$ cat src/rtl/id_scoreboard.sv
// id_scoreboard: register write-pending scoreboard that stalls RAW/WAW hazards and grants issue to execute
module id_scoreboard #(
  parameter int NREG  = 32,
  parameter int LAT_W = 2
) (
  input  logic             clk,
  input  logic             rst_n,
  input  logic             id_valid,
  input  logic             rs1_r_ena,
  input  logic [4:0]       rs1_r_addr,
  input  logic             rs2_r_ena,
  input  logic [4:0]       rs2_r_addr,
  input  logic             rd_w_ena,
  input  logic [4:0]       rd_w_addr,
  input  logic [LAT_W-1:0] id_lat,
  input  logic             ex_ready,
  input  logic             wb_ena,
  input  logic [4:0]       wb_addr,
  input  logic             flush,
  output logic             issue,
  output logic             id_stall,
  output logic [NREG-1:0]  busy,
  output logic [5:0]       pending_cnt
);
  logic [NREG-1:0]            busy_q, busy_d, var_q, var_d, clr, beff;
  logic [NREG-1:0][LAT_W-1:0] cnt_q, cnt_d;
  logic [5:0]                 pending_cnt_q, pending_cnt_d;
  logic                       hazard, set_rd;
  always_comb begin
    for (int i = 0; i < NREG; i++) begin
      clr[i]  = busy_q[i] & ((~var_q[i] & (cnt_q[i] == LAT_W'(1))) | (var_q[i] & wb_ena & (wb_addr == 5'(i))));
      beff[i] = busy_q[i] & ~clr[i];
    end
  end
  assign hazard   = (rs1_r_ena & beff[rs1_r_addr]) | (rs2_r_ena & beff[rs2_r_addr]) | (rd_w_ena & beff[rd_w_addr]);
  assign issue    = id_valid & ex_ready & ~hazard & ~flush;
  assign id_stall = id_valid & ~issue;
  assign set_rd   = issue & rd_w_ena & (rd_w_addr != 5'd0);
  always_comb begin
    pending_cnt_d = '0;
    for (int i = 0; i < NREG; i++) begin
      busy_d[i] = clr[i] ? 1'b0 : busy_q[i];
      var_d[i]  = clr[i] ? 1'b0 : var_q[i];
      cnt_d[i]  = clr[i] ? '0 : (busy_q[i] & ~var_q[i]) ? cnt_q[i] - LAT_W'(1) : cnt_q[i];
      if (i != 0 && set_rd && rd_w_addr == 5'(i)) begin
        busy_d[i] = 1'b1;
        var_d[i]  = (id_lat == '0);
        cnt_d[i]  = id_lat;
      end
      pending_cnt_d = pending_cnt_d + 6'(busy_d[i]);
    end
  end
  always_ff @(posedge clk or negedge rst_n) begin
    if (!rst_n) begin
      busy_q        <= '0;
      var_q         <= '0;
      cnt_q         <= '0;
      pending_cnt_q <= '0;
    end else begin
      busy_q        <= busy_d;
      var_q         <= var_d;
      cnt_q         <= cnt_d;
      pending_cnt_q <= pending_cnt_d;
    end
  end
  assign busy        = busy_q;
  assign pending_cnt = pending_cnt_q;
endmodule

$ cat config.mk
export PLATFORM = sky130hd
export DESIGN_NAME = id_scoreboard
export DESIGN_NICKNAME = d
export VERILOG_FILES = /design/src/rtl/id_scoreboard.sv
export SDC_FILE = /design/constraint.sdc
export NUM_CORES = 1
export LEC_CHECK = 0
export CORE_ASPECT_RATIO = 1.2
export CORE_MARGIN = 8
export CORE_UTILIZATION = 30
export CTS_CLUSTER_SIZE = 8
export DETAILED_ROUTE_END_ITERATION = 12
export DONT_BUFFER_PORTS = 1
export GPL_ROUTABILITY_DRIVEN = 0
export PLACE_DENSITY = 0.42
export SLEW_MARGIN = 20
export SYNTH_ARGS = -nofsm -noshare
export SYNTH_HDL_FRONTEND = slang
export SYNTH_SLANG_ARGS = --single-unit
$ cat constraint.sdc
create_clock -name clk -period 8 [get_ports clk]
set_input_delay 0.8 -clock clk [delete_from_list [all_inputs] [get_ports clk]]
set_output_delay 0.8 -clock clk [all_outputs]
set_load 0.05 [all_outputs]
[Word level (Yosys, flattened, before mapping)]
Cells that the tools add are included.
Cells by class
  bitwise gates (word level): 296
  add/subtract/negate cells: 63
  multiplexer cells: 226
  $lt $le $gt $ge: 3
  equal/unequal tests: 94
  reduce and logical (&&, ||, !) cells: 96
Operator list (count)
  1-bit bitwise AND: 197
  2-bit 2-to-1 mux: 95
  5-bit equality test (second input constant): 32
  6-bit by 1-bit adder with 6-bit output: 26
  1-bit 2-to-1 mux: 128
  3-bit nonzero test: 31
  5-bit by 4-bit equality test with 1-bit output (second input constant): 16
  1-bit inverter: 66
  2-bit by 1-bit equality test with 1-bit output (second input constant): 32
  2-bit nonzero test: 32
  2-bit by 1-bit subtractor with 2-bit output (second input constant): 32
  5-bit by 3-bit equality test with 1-bit output (second input constant): 8
  1-bit bitwise OR: 33
  1-bit logical AND: 31
  5-bit by 2-bit equality test with 1-bit output (second input constant): 4
  5-bit by 6-bit less-than comparator with 1-bit output (second input constant): 3
  1-bit binary-select mux with 5-bit select: 3
  5-bit by 1-bit equality test with 1-bit output (second input constant): 2
  5-bit by 1-bit adder with 6-bit output: 1
  4-bit by 1-bit adder with 5-bit output: 1
  5-bit nonzero test: 1
  3-bit by 1-bit adder with 4-bit output: 1
  2-bit by 1-bit adder with 3-bit output: 1
  1-bit by 1-bit adder with 2-bit output: 1
  2-bit logical NOT: 1
Storage, ports and cells
  input bits: 31
  output and inout port bits: 40
  logic and storage cells: 843
  bits in registers: 133

[Longest topological paths before layout]
Gate-level depths: netlist of run 1.
  depth after elaboration: 49
  depth in mapped cells: 30
  gate-level depth less buffers: 28

[Worst setup path before layout of run 1]
OpenSTA, ideal clock, no wires.
  kind: in2reg
  start: input wb_addr[1]
  end: register pending_cnt_q[4] (netlist: pending_cnt[4])
  data required time: 7.920 ns
  setup slack: 0.281 ns
  cell stages on the path: 27
  arrival time: 7.639 ns
  library setup time: 0.080 ns
  path buffers: 4
  cells stage by stage: buf_2 or4b_1 buf_4 o311ai_4 nor4_1 a2111oi_2 a21oi_1 nand4_1 nand2_2 buf_6 or4_4 buf_6 o21a_1 fa_1 fa_1 inv_1 fa_1 inv_1 fa_1 fa_1 fa_1 inv_1 ha_1 fa_1 a21o_1 a21oi_1 xnor2_1
On the way
  word-level cells in the longest chain between the ends: 49
  elaborated cells on any way between the ends: 326
  classes of those cells: add/sub (31); eq/ne (31); mux (68); bitwise (165); reduce/logical (31)
Ends and longest elaborated chain
  start: declaration: line 18  | input logic [4:0] wb_addr,
  5-bit by 1-bit equality test with 1-bit output (tied with other cells): line 31  | clr[i] = busy_q[i] & ((~var_q[i] & (cnt_q[i] == LAT_W'(1))) | (var_q[i] & wb_ena & (wb_addr == 5'(i))));
  1-bit bitwise AND: line 31
  1-bit bitwise OR: line 31
  1-bit bitwise AND: line 31
  1-bit inverter: line 32  | beff[i] = busy_q[i] & ~clr[i];
  1-bit bitwise AND: line 32
  1-bit binary-select mux with 5-bit select: line 35  | assign hazard = (rs1_r_ena & beff[rs1_r_addr]) | (rs2_r_ena & beff[rs2_r_addr]) | (rd_w_ena & beff[rd_w_addr]) ...
  1-bit 2-to-1 mux (implied by the code): line 35
  [10 not listed]
  1-bit by 1-bit adder with 2-bit output: line 50  | pending_cnt_d = pending_cnt_d + 6'(busy_d[i]);
  2-bit by 1-bit adder with 3-bit output: line 50
  3-bit by 1-bit adder with 4-bit output: line 50
  4-bit by 1-bit adder with 5-bit output: line 50
  5-bit by 1-bit adder with 6-bit output: line 50
  6-bit by 1-bit adder with 6-bit output (25 in series): line 50
  6-bit by 1-bit adder with 6-bit output *: line 50
  named net pending_cnt_d[4]: line 27  | logic [5:0] pending_cnt_q, pending_cnt_d;
  end signal: assignment: line 63  | pending_cnt_q <= pending_cnt_d;
  end: declaration: line 27
The timed path passes the listed nets; every way through them passes the cells marked *. The select of a mux whose other input is x is not followed.
A chain may end at the register's enable or synchronous reset.

[Worst setup path after layout of run 1]
  start: input wb_addr[1]
  end: register pending_cnt_q[4] (netlist: pending_cnt[4])
On the way
  elaborated cells on any way between the ends: 326
  classes of those cells: add/sub (31); eq/ne (31); mux (68); bitwise (165); reduce/logical (31)
RTL lines
  5-bit by 1-bit equality test with 1-bit output (tied with other cells): line 31
  1-bit bitwise AND: line 31
  1-bit bitwise OR: line 31
  1-bit bitwise AND: line 31
  1-bit inverter: line 32
  1-bit bitwise AND: line 32
  1-bit binary-select mux with 5-bit select: line 35
  1-bit 2-to-1 mux (implied by the code): line 35
  [3 not listed]
  1-bit inverter: line 36  | assign issue = id_valid & ex_ready & ~hazard & ~flush;
  1-bit bitwise AND (2 in series): line 36
  1-bit bitwise AND (2 in series): line 38  | assign set_rd = issue & rd_w_ena & (rd_w_addr != 5'd0);
  1-bit logical AND: line 45  | if (i != 0 && set_rd && rd_w_addr == 5'(i)) begin
  1-bit 2-to-1 mux *: line 45
  named net busy_d[27]: line 25  | logic [NREG-1:0] busy_q, busy_d, var_q, var_d, clr, beff;
  6-bit by 1-bit adder with 6-bit output * (5 in series): line 50
  named net pending_cnt_d[4]: line 27
Marked as above.

==> results of run 1 <==
## through the flow
step / worst slack, ns / util / cells / cell area, µm² / power (mW)
2_1_floorplan: 0.281 / - / 1102 / 10100 / 1.13
3_3_place_gp: 0.201 / 0.338 / 1603 / 11200 / 1.23
3_5_place_dp: 0.147 / 0.338 / 1603 / 11200 / 1.23
4_1_cts: 0.570 / 0.357 / 1635 / 11900 / 2.11
5_1_grt: 0.222 / 0.357 / 1635 / 11900 / 2.20
6_report: 0.556 / 0.357 / 1635 / 11900 / 2.08
## synth_stat cells (6+ instances only)
| library cell | number |
|---|---|
| nor2b_1 | 14 |
| nand3_1 | 25 |
| ha_1 | 39 |
| nand2_1 | 135 |
| and2_1 | 8 |
| a21oi_1 | 23 |
| fa_1 | 24 |
| nor4_1 | 7 |
| mux2i_1 | 55 |
| a31oi_1 | 9 |
| nor2_1 | 95 |
| o311ai_1 | 13 |
| o21ai_0 | 65 |
| nand2b_1 | 39 |
| a22oi_1 | 9 |
| o21ai_1 | 12 |
| a32oi_1 | 22 |
| nor4_4 | 21 |
| nor3_1 | 15 |
| o221ai_1 | 6 |
| o31ai_1 | 10 |
| nor4b_1 | 9 |
| mux2_2 | 45 |
| or2_2 | 16 |
| o21a_1 | 9 |
| dfrtp_1 | 133 |
| clkbuf_1 | 27 |
| buf_2 | 11 |
| inv_1 | 104 |
## placed cells by master (no fill, tap or decap), types with 6 or more instances in the layout
| cell type | count |
|---|---|
| and2_1 | 8 |
| nor4b_1 | 9 |
| o21a_1 | 9 |
| fa_1 | 24 |
| o21ai_0 | 65 |
| o311ai_1 | 13 |
| clkbuf_16 | 17 |
| nor4_4 | 21 |
| nor3_1 | 14 |
| inv_1 | 104 |
| a21oi_1 | 23 |
| nand2b_1 | 38 |
| buf_4 | 96 |
| mux2_2 | 45 |
| or2_2 | 16 |
| mux2i_1 | 55 |
| a22oi_1 | 9 |
| dfrtp_1 | 133 |
| a32oi_1 | 22 |
| nand2_1 | 135 |
| ha_1 | 39 |
| o31ai_1 | 10 |
| o221ai_1 | 6 |
| nand3_1 | 25 |
| nor2b_1 | 14 |
| nor2_1 | 95 |
| o21ai_1 | 12 |
| a31oi_1 | 9 |
| nor4_1 | 7 |
## logic make-up (layout without fill, tap and decap cells)
| family | after synthesis | after routing | synth area share |
|---|---|---|---|
| and+or+nand+nor | 423 | 423 | 0.244 |
| AOI/OAI and AO/OA | 223 | 223 | 0.156 |
| buffers and inverters | 151 | 234 | 0.0611 |
| DFF | 133 | 133 | 0.329 |
| muxes | 103 | 103 | 0.109 |
| adders and majority gates | 63 | 63 | 0.0957 |
| xor gates and xnor gates | 6 | 6 | 0.00519 |
## layout make-up
type	count	area, µm²
clock buffer	20	457
clock inverter	12	176
fill	3397	21300
inverter	105	394
multi-input combinational	818	6190
sequential	133	3330
tap	450	563
timing repair buffer	97	741
## power by group through the flow
stage | clock network [mW] | registers, mW | logic [mW]
6_report | 0.862 | 0.810 | 0.413
5_1_grt | 0.908 | 0.822 | 0.475
4_1_cts | 0.889 | 0.810 | 0.416
3_5_place_dp | 0 | 0.821 | 0.413
3_3_place_gp | 0 | 0.821 | 0.409
2_1_floorplan | 0 | 0.820 | 0.310
## worst max-delay path by stage
| stage | to | from | slack [ns] | cells after the start |
|---|---|---|---|---|
| global route | pending_cnt[4] | wb_addr[0] | 0.22 | 26 |
| CTS | pending_cnt[4] | wb_addr[1] | 0.57 | 25 |
| floorplan | pending_cnt[4] | wb_addr[1] | 0.28 | 27 |
| finish | pending_cnt[4] | wb_addr[1] | 0.56 | 25 |
| detailed placement | pending_cnt[4] | wb_addr[1] | 0.15 | 25 |
| global placement | pending_cnt[4] | wb_addr[0] | 0.20 | 25 |
## state kept, by name (all words and copies together) (netlist names)
register / cells
busy: 32
pending_cnt: 6
cnt_q: 64
var_q: 31
## worst max-delay path: cells and delay by family
kind | cells | cell delay, ns
AO/OA/AOI/OAI | 6 | 1.49
XOR/XNOR | 1 | 0.13
adder cells (fa/ha/maj) | 8 | 3.37
buffers and inverters | 5 | 0.54
AND/OR/NAND/NOR | 5 | 1.48
## per-layer routing
metal | GRT usage | routed length (µm)
met2 | 0.298 | 16900
met3 | 0.0460 | 2240
met1 | 0.235 | 15700
met4 | 0.0907 | 1570
met5 | 0 | 0
==> metrics.md, run 1 <==
| Metric | Value |
|---|---|
| Initial core utilization | `0.305` |
| Synth cell types | `82` |
| Top cells by area, synth | `dfrtp_1 33%, mux2i_1 5.4%, mux2_2 5.0%` |
| Hold WS | `0.0713 ns` |
| Num CTS Buffers | `17` |
| Largest net degree at the start of global routing | `134` |
| Biggest area consumer among synthesized cells | `dfrtp_1` |
| DIE WIDTH | `184 µm` |
| Max incr delay on CP | `0.60 ns` |
| Max-slew violations | `0` |
| Clock Pin Slew Worst Setup and Hold Paths | `0.06 ns` |
| Worst Skew | `0.0126 ns` |
| Worst path required time | `8.36 ns` |
| Fin crit share | `0.931` |
| Final ANT Viol Nets | `0` |
| Die Y-Extent | `217 µm` |
| Power per cell area | `176 mW/mm²` |
| CP Capture Type | `flop` |
| Clock power frac | `0.414` |
| Critical Path Source Type | `primary input` |
| Synth Instances | `1102` |
| Drt pass-1 iters | `5` |
| Initial DRC count | `539` |
| Yosys reg bits | `133` |
| Yosys Warn Count | `0` |
| R2R cell count | `26` |
| Dpl hpwl | `27800 µm` |
| Top_reg_cell synth | `dfrtp_1` |
| Clk buf depth | `2` |
| Slew HR | `0.281` |
| EDFF count, synth | `0` |
| Data arrival, critical path | `7.80 ns` |
| Leakage | `4.73 nW` |
| Slew @ Worst Pin | `1.07 ns` |
| Clock Tree Root | `clkbuf_16` |
| Hold crit path type | `in2async` |
| Post-synth ARST share | `1.00` |
| RSZ-0062 raised after global routing | `false` |
| Slowest-stage cell, CP | `or4_4` |
| Worst Path Max Fanout | `11` |
| Per-cell routed wire length | `22.2 µm` |
| MaxCap Viol Count | `0` |
| Syn Nets | `1196` |
| Comb pwr share | `0.198` |
| # port buffers | `0` |
| DR DRC count | `0` |
| GRT Resource Usage Total | `0.188` |
| Die ar. | `0.0399 mm²` |
| Reg-to-Reg Start | `cnt_q[6]` |
| Pint | `1.46 mW` |
| Core area | `0.0332 mm²` |
| Share of power burned in registers | `0.388` |
| Max Freq | `134 MHz` |
| Post-CTS Hold Fix Bufs | `0` |
| Diode count | `0` |
| Worst VDD drop | `131 µV` |
| Run status | `finished clean` |
| Fin. Hold Viols | `0` |
| Initial antenna violation count | `0` |
| R2R Setup Slk | `0.71 ns` |
| I/O pin count | `71` |
| Cell area after synthesis | `0.0101 mm²` |
| Synth top area share | `0.329` |
| Vias in the first global route | `8936` |
| P_sw | `0.621 mW` |
| Reg-to-Reg End | `pending_cnt[4]` |
| Layout Nets | `1266` |
| Post-CTS setup buffer count | `0` |
| Vias | `8751` |
| FP Rows | `73` |
| TritonCTS clock tree | `done` |
| Finish-stage setup viols | `0` |
| Share of layout cells above drive strength 1 | `0.197` |
| CP Class | `in2reg` |
| Global-route wire length before repair | `56600 µm` |
| Clock latency at the later pin of the worst-skew pair | `0.44 ns` |
| Avg Inst Size Synth | `9.18 µm²` |
| Via density | `5.35` |
| Post-CTS sizing | `0` |
| Total detailed-routing wirelength | `36400 µm` |
| Sequential fraction of the synthesis area | `0.329` |
| Min Tclk post-route | `7.44 ns` |
| GRT Residual Overflow | `0` |
| CP most frequent cell | `fa_1` |
| CTS Sinks | `133` |
| Htree depth | `4` |
| Synthesis-to-finish area growth | `17.1%` |
| Final setup TNS | `0 ns` |
| Sw Share | `0.298` |
No activity file was read; power rests on OpenSTA's default activity.
==> run 2: changes to the inputs <==
Settings changed: CAP_MARGIN set to 40, MAX_ROUTING_LAYER set to met4.
==> metrics.md, run 2 (synthesis results as in run 1) <==
| Metric | Value |
|---|---|
| Run status | `finished clean` |
| Slew HR | `0.456` |
| Core Util, Final | `0.357` |
| GRT Residual Overflow | `0` |
| Max-slew violations | `0` |
| Vias | `8753` |
| Initial core utilization | `0.305` |
| Global-route wire length before repair | `56700 µm` |
| Largest Register | `cnt_q` |
| Worst Path Max Fanout | `11` |
| Slew @ Worst Pin | `0.795 ns` |
| Htree depth | `4` |
| Most frequent cells in the layout | `135 x nand2_1, 133 x dfrtp_1, 104 x inv_1, 97 x buf_4, 95 x nor2_1` |
| Max Freq | `134 MHz` |
| Dpl hpwl | `27900 µm` |
| Slowest-stage cell, CP | `or4_4` |
| Fin crit share | `0.931` |
| Initial DRC count | `568` |
| CP most frequent cell | `fa_1` |
| Final setup TNS | `0 ns` |
| Post-CTS Hold Fix Bufs | `0` |
| Via density | `5.34` |
| CP Class | `in2reg` |
| R2R Setup Slk | `0.73 ns` |
| Most common cell after layout, fill and taps aside | `nand2_1` |
| Min setup slack post-route | `0.550 ns` |
| # port buffers | `0` |
| Synthesis-to-finish area growth | `16.9%` |
| Die ar. | `0.0399 mm²` |
| Worst Skew | `0.0111 ns` |
| Worst VDD drop | `131 µV` |
| Crit path max-delay family | `adder cells` |
| Core area | `0.0332 mm²` |
| Hold crit path type | `in2async` |
| Pre-CTS setup slack | `0.148 ns` |
| Post-CTS setup buffer count | `0` |
| Post-CTS sizing | `0` |
| RSZ-0062 raised after global routing | `false` |
| Fillers | `3446` |
| Share of layout cells above drive strength 1 | `0.199` |
| CP Buf/Inv Count | `5` |
| Clock latency at the later pin of the worst-skew pair | `0.44 ns` |
| Power per cell area | `171 mW/mm²` |
| Reg-to-Reg Start | `cnt_q[6]` |
| Fin cells | `1638` |
| Per-cell routed wire length | `22.3 µm` |
| Min Tclk post-route | `7.45 ns` |
| Clk buf depth | `2` |
| Critical Path Source Type | `primary input` |
| Max incr delay on CP | `0.60 ns` |
| MaxCap Viol Count | `0` |
| Clock Tree Root | `clkbuf_16` |
| Initial antenna violation count | `0` |
| Finish-stage setup viols | `0` |
| DR DRC count | `0` |
| Drt pass-1 iters | `5` |
| Diode count | `0` |
| Fin. Hold Viols | `0` |
| Final ANT Viol Nets | `0` |
| Vias in the first global route | `9059` |
| GRT Resource Usage Total | `0.194` |
| Leakage | `4.72 nW` |
| Layout Nets | `1269` |
| CP Capture Type | `flop` |
| Hold WS | `0.0681 ns` |
| CTS Sinks | `133` |
| FP Rows | `73` |
| Largest net degree at the start of global routing | `134` |
| Cell Count Post-Placement | `1606` |
| Max FFs per register | `64` |
| Worst path required time | `8.36 ns` |
| R2R cell count | `26` |
| Clock Pin Slew Worst Setup and Hold Paths | `0.06 ns` |
| Data arrival, critical path | `7.81 ns` |
| Crit path from | `wb_addr[1]` |
| Die Y-Extent | `217 µm` |
| TritonCTS clock tree | `done` |
| DIE WIDTH | `184 µm` |
| Total detailed-routing wirelength | `36500 µm` |
| Num CTS Buffers | `17` |
| Reg-to-Reg End | `pending_cnt[4]` |
| I/O pin count | `71` |
[run 2: worst max-delay path by stage]
stage	endpoint	slack, ns	depth (start not counted)
2_1_floorplan	pending_cnt[4]	0.28	27
3_3_place_gp	pending_cnt[4]	0.20	25
3_5_place_dp	pending_cnt[4]	0.15	25
4_1_cts	pending_cnt[4]	0.58	25
5_1_grt	pending_cnt[4]	0.28	26
6_report	pending_cnt[4]	0.55	25
[run 2: where the power goes]
group / leakage, nW / switching [mW] / total [mW] / internal (mW)
Clock: 0.274 / 0.325 / 0.798 / 0.474
Sequential: 1.67 / 0.0630 / 0.810 / 0.747
Combinational: 2.77 / 0.234 / 0.415 / 0.181
[run 2: routing by layer]
metal	global-route usage	vias up	part of all wire
li1	-	4077	-
met1	0.236	4330	0.43
met2	0.308	277	0.48
met3	0.0425	69	0.059
met4	0.0798	0	0.033
met5	-	-	0
[run 2: per-stage QoR]
step                      cell area (µm²)  power, mW
after global placement              11200       1.23
after detailed placement            11200       1.24
after global routing                11800       2.14
after floorplan                     10100       1.13
final                               11800       2.02
after CTS                           11800       2.05
[run 2: worst register-to-register path: stages (launching register included)]
cell,delay [ns]
dfrtp_1,0.40
ha_1,0.21
nand2b_1,0.13
o311ai_0,0.15
buf_4,0.18
a221oi_1,0.25
nand3_1,0.10
a2111oi_0,0.70
nor3_1,0.13
nand2_1,0.15
buf_4,0.31
o21ai_0,0.20
fa_1,0.51
inv_1,0.05
fa_1,0.51
inv_1,0.07
fa_1,0.51
inv_1,0.05
fa_1,0.47
fa_1,0.49
fa_1,0.49
inv_1,0.04
ha_1,0.21
fa_1,0.38
a21o_1,0.18
a21oi_1,0.16
xnor2_1,0.13
[run 2: cell type report]
type | instances | area (µm²) | area share
sequential | 133 | 3330 | 0.281
clock inverter | 12 | 130 | 0.0110
clock buffer | 20 | 457 | 0.0386
multi-input combinational | 818 | 6190 | 0.523
timing repair buffer | 100 | 763 | 0.0645
inverter | 105 | 394 | 0.0333
tap | 450 | 563 | 0.0476
